File: src/rtl/seq_detect_pkg.sv
// Shared types and default sizing for the programmable serial sequence detector.
package seq_detect_pkg;

  localparam int MAX_LEN_DEF = 8;
  localparam int CNT_W_DEF   = 8;

  typedef enum logic {
    IDLE = 1'b0,
    RUN  = 1'b1
  } state_e;

endpackage

File: src/rtl/seq_detect_cmp.sv
// Masked compare: the newest len bits of hist against pat; bits at and above len are ignored.
module seq_detect_cmp
  import seq_detect_pkg::*;
#(
  parameter int MAX_LEN = MAX_LEN_DEF,
  parameter int LW      = $clog2(MAX_LEN + 1)
) (
  input  logic [MAX_LEN-1:0] hist,
  input  logic [MAX_LEN-1:0] pat,
  input  logic [LW-1:0]      len,
  output logic               eq
);

  logic [MAX_LEN-1:0] mask;

  for (genvar i = 0; i < MAX_LEN; i++) begin : g_mask
    assign mask[i] = (32'(i) < 32'(len));
  end

  assign eq = (((hist ^ pat) & mask) == '0);

endmodule

File: src/rtl/seq_detect_prog.sv
// Programmable serial sequence detector with overlap/non-overlap modes.
// Define SEQ_DETECT_CNT_EN to add the saturating match_cnt output.
module seq_detect_prog
  import seq_detect_pkg::*;
#(
  parameter int MAX_LEN = MAX_LEN_DEF,
  parameter int CNT_W   = CNT_W_DEF
) (
  input  logic                         clk,
  input  logic                         reset,
  input  logic                         x,
  input  logic                         x_valid,
  input  logic                         load,
  input  logic [MAX_LEN-1:0]           pat_in,
  input  logic [$clog2(MAX_LEN+1)-1:0] len_in,
  input  logic                         overlap,
  output logic                         y,
  output logic                         armed
`ifdef SEQ_DETECT_CNT_EN
  ,output logic [CNT_W-1:0]            match_cnt
`endif
);

  localparam int LW = $clog2(MAX_LEN + 1);

  // Out-of-range parameters elaborate an empty, clearly named block.
  if (CNT_W < 1 || MAX_LEN < 2 || MAX_LEN > 32) begin : g_param_out_of_range
  end

  state_e             state, state_nxt;
  logic [MAX_LEN-1:0] hist, pat;
  logic [LW-1:0]      len, fill;
  logic [MAX_LEN-1:0] hist_nxt;
  logic               eq, fill_ok, len_ok, sample, match;

  assign hist_nxt = {hist[MAX_LEN-2:0], x};
  assign fill_ok  = ({1'b0, fill} + (LW+1)'(1)) >= {1'b0, len};
  assign len_ok   = (len_in != '0) && (len_in <= LW'(MAX_LEN));
  // load owns the cycle: a coincident x sample is dropped.
  assign sample   = (state == RUN) && x_valid && !load;
  assign match    = sample && eq && fill_ok;
  assign armed    = (state == RUN);

  seq_detect_cmp #(.MAX_LEN(MAX_LEN), .LW(LW)) u_cmp (
    .hist (hist_nxt),
    .pat  (pat),
    .len  (len),
    .eq   (eq)
  );

  always_ff @(posedge clk or posedge reset) begin
    if (reset) state <= IDLE;
    else       state <= state_nxt;
  end

  always_comb begin
    state_nxt = state;
    if (load) state_nxt = len_ok ? RUN : IDLE;
  end

  always_ff @(posedge clk or posedge reset) begin
    if (reset) begin
      hist <= '0;
      pat  <= '0;
      len  <= '0;
      fill <= '0;
      y    <= 1'b0;
    end else if (load) begin
      hist <= '0;
      pat  <= pat_in;
      len  <= len_in;
      fill <= '0;
      y    <= 1'b0;
    end else begin
      y <= match;
      if (sample) begin
        hist <= hist_nxt;
        // Non-overlap restarts the fill so the next hit needs len fresh bits.
        if (match && !overlap)         fill <= '0;
        else if (fill != LW'(MAX_LEN)) fill <= fill + LW'(1);
      end
    end
  end

`ifdef SEQ_DETECT_CNT_EN
  always_ff @(posedge clk or posedge reset) begin
    if (reset)                         match_cnt <= '0;
    else if (load)                     match_cnt <= '0;
    else if (match && match_cnt != '1) match_cnt <= match_cnt + CNT_W'(1);
  end
`endif

endmodule

File: config.mk
export PLATFORM = sky130hd
export DESIGN_NAME = seq_detect_prog
export DESIGN_NICKNAME = d
export VERILOG_FILES = /design/src/rtl/seq_detect_pkg.sv /design/src/rtl/seq_detect_cmp.sv /design/src/rtl/seq_detect_prog.sv
export SDC_FILE = /design/constraint.sdc
export NUM_CORES = 1
export LEC_CHECK = 0
export BUFFER_PORTS_ARGS = -buffer_cell sky130_fd_sc_hd__clkbuf_2
export CAP_MARGIN = 20
export CORE_AREA = 5 5 74 76
export CTS_CLUSTER_DIAMETER = 120
export DETAILED_ROUTE_END_ITERATION = 6
export DIE_AREA = 0 0 79 81
export PLACE_DENSITY = 0.52
export SYNTH_ARGS = -nofsm -noshare
export SYNTH_HDL_FRONTEND = slang
export SYNTH_SLANG_ARGS = --single-unit
File: constraint.sdc
create_clock -name clk -period 4.1 [get_ports clk]
set_input_delay 0.82 -clock clk [delete_from_list [all_inputs] [get_ports clk]]
set_output_delay 0.82 -clock clk [all_outputs]
set_load 0.005 [all_outputs]
Word level (Yosys, flattened, before mapping). Cells that the tools add are included.

Register bits after elaboration: 25. Bits in latches: 0. Memory bits (writable): 0. Bits in read-only memories: 0. Output and inout port bits: 2. Word-level logic and storage cells: 42. Memories kept: 0.

Add/subtract/negate cells: 2. $mul: 0. Div/mod/pow operators: 0. Order comparisons: 10. Equality and inequality tests: 1. Shift-type cells: 0. Multiplexer cells: 8. Bitwise operators: 2. Reductions and logical operators: 13.

Operators with widths (number): 3-bit by 4-bit less-than comparator with 1-bit output (first input constant) (4); 4-bit 2-to-1 mux (4); 7-bit 2-to-1 mux (2); 8-bit AND (1); 8-bit zero test (1); 1-bit by 4-bit less-than comparator with 1-bit output (first input constant) (2); 2-bit by 4-bit less-than comparator with 1-bit output (first input constant) (2); 8-bit bitwise XOR (1); 1-bit logical AND (6); 4-bit by 1-bit adder with 5-bit output (second input constant) (1); 5-bit by 4-bit greater-or-equal comparator with 1-bit output (1); 4-bit by 1-bit adder with 4-bit output (second input constant) (1); 4-bit <= comparator (second input constant) (1); 4-bit != test (second input constant) (1); 4-bit nonzero test (1); 3-bit nonzero test (1); 1-bit zero test (2); 1-bit 2-to-1 mux (2); 2-bit AND reduction (1); 2-bit nonzero test (1).

Longest topological paths before layout.
Depth after elaboration: 9. Mapped depth: 8.

Cells and area by module. Synthesis repeated with hierarchy kept, for this count alone.

Cell total of the unflattened synthesis: 142. Area total of the unflattened synthesis: 1367.6 µm².

Modules (own cells, without submodules): seq_detect_prog (times used 1, cells an instance 118, area each 1202.4 µm²); seq_detect_cmp (times used 1, cells an instance 24, area each 165.2 µm²).

Worst setup path after synthesis. OpenSTA, ideal clock, no wires.

Path kind: input to register. From: in load. To: reg fill[3]. Arrival time: 1615 ps. Required time: 3964 ps. Setup slack: 2349 ps. Cell stages on the path: 6. Path buffers: 1. Path through: buf_2 > a211oi_1 > nand4_1 > nand4b_2 > nand3_1 > a21oi_1.

Longest elaborated chain between the ends: 8. Elaborated cells on any way between the ends: 11.

Ends and longest elaborated chain: start, declared (RTL line seq_detect_prog.sv:13) `input logic load,`; 1-bit zero test (RTL line seq_detect_prog.sv:40) `assign sample = (state == RUN) && x_valid && !load;`; 1-bit logical AND (RTL line seq_detect_prog.sv:40); 1-bit logical AND (2 in a row) (RTL line seq_detect_prog.sv:41) `assign match = sample && eq && fill_ok;`; 1-bit logical AND (RTL line seq_detect_prog.sv:79) `if (match && !overlap) fill <= '0;`; 4-bit 2-to-1 mux (RTL line seq_detect_prog.sv:79); 4-bit 2-to-1 mux (RTL line seq_detect_prog.sv:76) `if (sample) begin`; 4-bit 2-to-1 mux (RTL line seq_detect_prog.sv:68) `end else if (load) begin`; end signal, assigned (RTL line seq_detect_prog.sv:80) `else if (fill != LW'(MAX_LEN)) fill <= fill + LW'(1);`; end, declared (RTL line seq_detect_prog.sv:32) `logic [LW-1:0] len, fill;`.

Parallel ways exist; a longest one is shown, timed or not. The select of a mux whose other input is x is not followed. A chain may end at the register's enable or synchronous reset.

Worst setup path after layout.
From: in load. To: reg fill[2].

Same word-level chain as after synthesis.

==> results.json <==
{
  "max_freq_ghz": 0.521,
  "dieArea_um2": 6400,
  "antenna_cells": 0,
  "hold_path.class": "in2async",
  "synth_ff_type": "sky130_fd_sc_hd__dfrtp_1",
  "drt-vias-per-instance": 4.67,
  "ctsHtreeMaxLevel": 1,
  "rsz0062_at_grt": "false",
  "drtAntennaViolNets": 0,
  "finalSetupTns_ns": 0,
  "worstPathCellList": "clkbuf_2 -> a211oi_1 -> nand4_1 -> nand4b_2 -> o21ai_1 -> o21ai_1",
  "synth_compound_area_share_pct": 11.5,
  "cp.arrival_ns": 2.06,
  "dr_total_vias": 943,
  "tritoncts.num_buffers": 3,
  "number_of_antenna_violations_at_the_first_check_in_global_routing": 0,
  "num_rows": 25,
  "die_height_um": 81,
  "power.density_cell_area_nw_per_um2": 330,
  "synth_top_family_by_area": "simple AND/OR/NAND/NOR gates",
  "critical_path_slowest_stage_cell": "sky130_fd_sc_hd__clkbuf_2",
  "syn_nets": 152,
  "timing.final.max_slew_violations": 0,
  "timing.critical_path.buf_inv": 1,
  "critical_path.most_common_cell": "sky130_fd_sc_hd__o21ai_1",
  "start_util_pct": 28.3,
  "worst_ir_drop_vdd_mv": 0.170,
  "die_width_um": 79,
  "tritoncts": "yes",
  "synth_async_sr_flop_share_pct": 100,
  "synth.top_cells.by_count": "sky130_fd_sc_hd__dfrtp_1 (25), sky130_fd_sc_hd__nand2_1 (18), sky130_fd_sc_hd__mux2_2 (10)",
  "startpoint_of_the_lowest_slack_register_to_register_path": "fill[0]$_DFFE_PP0P_",
  "synth_cells": 128,
  "insertion_delay_ns": 0.27,
  "utilization_pct": 33.0,
  "critical_path.max_stage_delay_ns": 0.34,
  "worst_margin_pin_slew_ns": 0.588,
  "cap_violations": 0,
  "post_cts.repair.setup_buffers": 0,
  "numClockSinks": 25,
  "clock_tree.buffer_depth": 2,
  "report.power.total_uw": 508,
  "layout_min_cycle_time_ns": 1.92,
  "first_iter_violations": 45,
  "worst_setup_path_start_kind": "input pin",
  "clock-root-buffer": "sky130_fd_sc_hd__clkbuf_8",
  "netlist-cell-type-count": 32,
  "grt.total_usage_pct": 9.44,
  "worst-setup-path-type": "in2reg",
  "most_common_cell_in_the_synthesized_netlist": "sky130_fd_sc_hd__dfrtp_1",
  "synthXorXnorAreaFrac_pct": 7.95,
  "synth.ff_latch_count": 25,
  "synth_top_cell_area_share_pct": 47.3,
  "synth_top_cells_by_area": "sky130_fd_sc_hd__dfrtp_1 (47%), sky130_fd_sc_hd__mux2_2 (8.5%), sky130_fd_sc_hd__ha_1 (5.7%)",
  "firstDrtPassIters": 4,
  "critical_path.endpoint_type": "register",
  "wl_per_cell_um": 13.4,
  "postRouteWirelength_um": 2700,
  "count_of_input_and_output_buffers": 19,
  "clkSlewWorstSetupHoldPaths_ns": 0.08,
  "post_synth_design_cell_area_um2": 1320,
  "critical_path.top_delay_family": "compound AO/OA/AOI/OAI gates",
  "report.final.setup_viol": 0,
  "worst_ep_required_time_ns": 4.24,
  "ys_warn_count": 0,
  "ys_seq_area_share_pct": 47.3,
  "avgSynthCellArea_um2": 10.3,
  "reg2regPathDepth": 8,
  "leakage_uw": 0.000722,
  "synthAdderAreaFrac_pct": 5.68,
  "gr-total-overflow": 0,
  "first_global_vias": 1044,
  "dp_hpwl_um": 2030,
  "ratio_of_cells_with_drive_above_1_in_the_final_layout_pct": 25.7,
  "crit_path_cell_count": 6,
  "status": "complete, no violations",
  "maximum_clock_skew_at_final_layout_ns": 0.00361,
  "core_area_um2": 4660,
  "synthToLayoutAreaGrowth_pct": 16.3,
  "numnets_final": 173,
  "synth_simple_gate_area_share_pct": 14.7,
  "final_hold_viol_count": 0,
  "synth_enable_flop_cells": 0,
  "maxSlewHeadroom_pct": 60.8,
  "yosys-mux-area-fraction_pct": 9.28,
  "regToRegEndpoint": "fill[3]$_DFFE_PP0P_",
  "filler_cell_count": 474,
  "cts_resized": 0,
  "yosysTopAreaCell": "sky130_fd_sc_hd__dfrtp_1",
  "cts_stage_hold_buffer_count": 0,
  "grt_start_max_net_pins": 29,
  "floorplan.io_pins": 20,
  "place.gp.congestion": 0.765,
  "ff2ff_setup_slack_ns": 2.20,
  "grt_first_pass_wirelength_um": 4770,
  "path_max_fanout": 28,
  "drt_drc_violations_left": 0,
  "timing.final.crit_share_pct": 46.8
}
==> final cells by class <==
class                      count  area, um2  area share (%)
timing repair buffer          20        123            7.98
inverter                       7       26.3            1.71
multi-input combinational     92        648            42.2
tap                           54       67.6            4.40
clock buffer                   3       41.3            2.69
clock inverter                 1       5.00           0.326
sequential                    25        626            40.7
==> cell usage in the layout (no fill, tap or decap), drive strengths merged <==
| cell type | n |
|---|---|
| mux2i | 1 |
| nand4b | 1 |
| clkbuf | 22 |
| nor2 | 4 |
| xnor2 | 5 |
| nand3b | 1 |
| a21o | 1 |
| ha | 6 |
| o31ai | 2 |
| and3b | 1 |
| nand2 | 20 |
| nand4 | 1 |
| o21ai | 9 |
| a41o | 1 |
| clkinv | 1 |
| and2 | 2 |
| xor2 | 7 |
| nand2b | 4 |
| nor4b | 1 |
| a211oi | 2 |
| inv | 7 |
| mux2 | 10 |
| a31oi | 1 |
| nor3 | 1 |
| buf | 1 |
| dfrtp | 25 |
| nand3 | 2 |
| o41ai | 1 |
| a21oi | 8 |
==> report_power, final <==
group	leakage (uW)	total, uW	internal [uW]	switching, uW
Sequential	0.000320	278	262	15.5
Clock	0.0000255	143	67.9	74.9
Combinational	0.000377	87.0	42.4	44.6
Total	0.000722	508	373	135
==> metal layers <==
layer	wire length [um]	global-route usage, %
met2	1260	15.5
met3	179	3.77
met4	8	2.06
met5	0	0
met1	1260	11.8
==> cells by family after synthesis <==
logic type,after synthesis
AO/OA/AOI/OAI,25
XOR/XNOR,12
adder cells (fa/ha/maj),6
buffers and inverters,11
flip-flops,25
multiplexers,11
AND/OR/NAND/NOR,38
==> state kept, by name, indices dropped and copies added (netlist names) <==
name and cells:
fill 4, pat 8, hist 7, y 1, armed 1, len 4
==> worst register-to-register path, delay by kind of cell (launching register included) <==
kind / cells / cell delay [ns]
buffers and inverters: 1 / 0.10
flip-flops: 1 / 0.41
adder cells (fa/ha/maj): 2 / 0.59
AO/OA/AOI/OAI: 3 / 0.53
AND/OR/NAND/NOR: 2 / 0.21
==> through the flow <==
stage | hold WS [ns] | instances | instance area (um2) | setup WS, ns
floorplan | 0.501 | 128 | 1320 | 2.35
global placement | 0.514 | 197 | 1460 | 1.97
detailed placement | 0.523 | 197 | 1460 | 1.90
CTS | 0.544 | 201 | 1510 | 2.18
global route | 0.414 | 202 | 1540 | 1.95
finish | 0.414 | 202 | 1540 | 2.18
==> worst max-delay path by stage <==
stage,slack (ns),end,start
finish,2.18,fill[2]$_DFFE_PP0P_,load
global route,1.95,fill[3]$_DFFE_PP0P_,fill[0]$_DFFE_PP0P_
CTS,2.18,fill[3]$_DFFE_PP0P_,fill[0]$_DFFE_PP0P_
detailed placement,1.90,fill[2]$_DFFE_PP0P_,load
global placement,1.97,fill[3]$_DFFE_PP0P_,load
floorplan,2.35,fill[3]$_DFFE_PP0P_,load
Note: power is estimated with default switching activity, not from simulation.
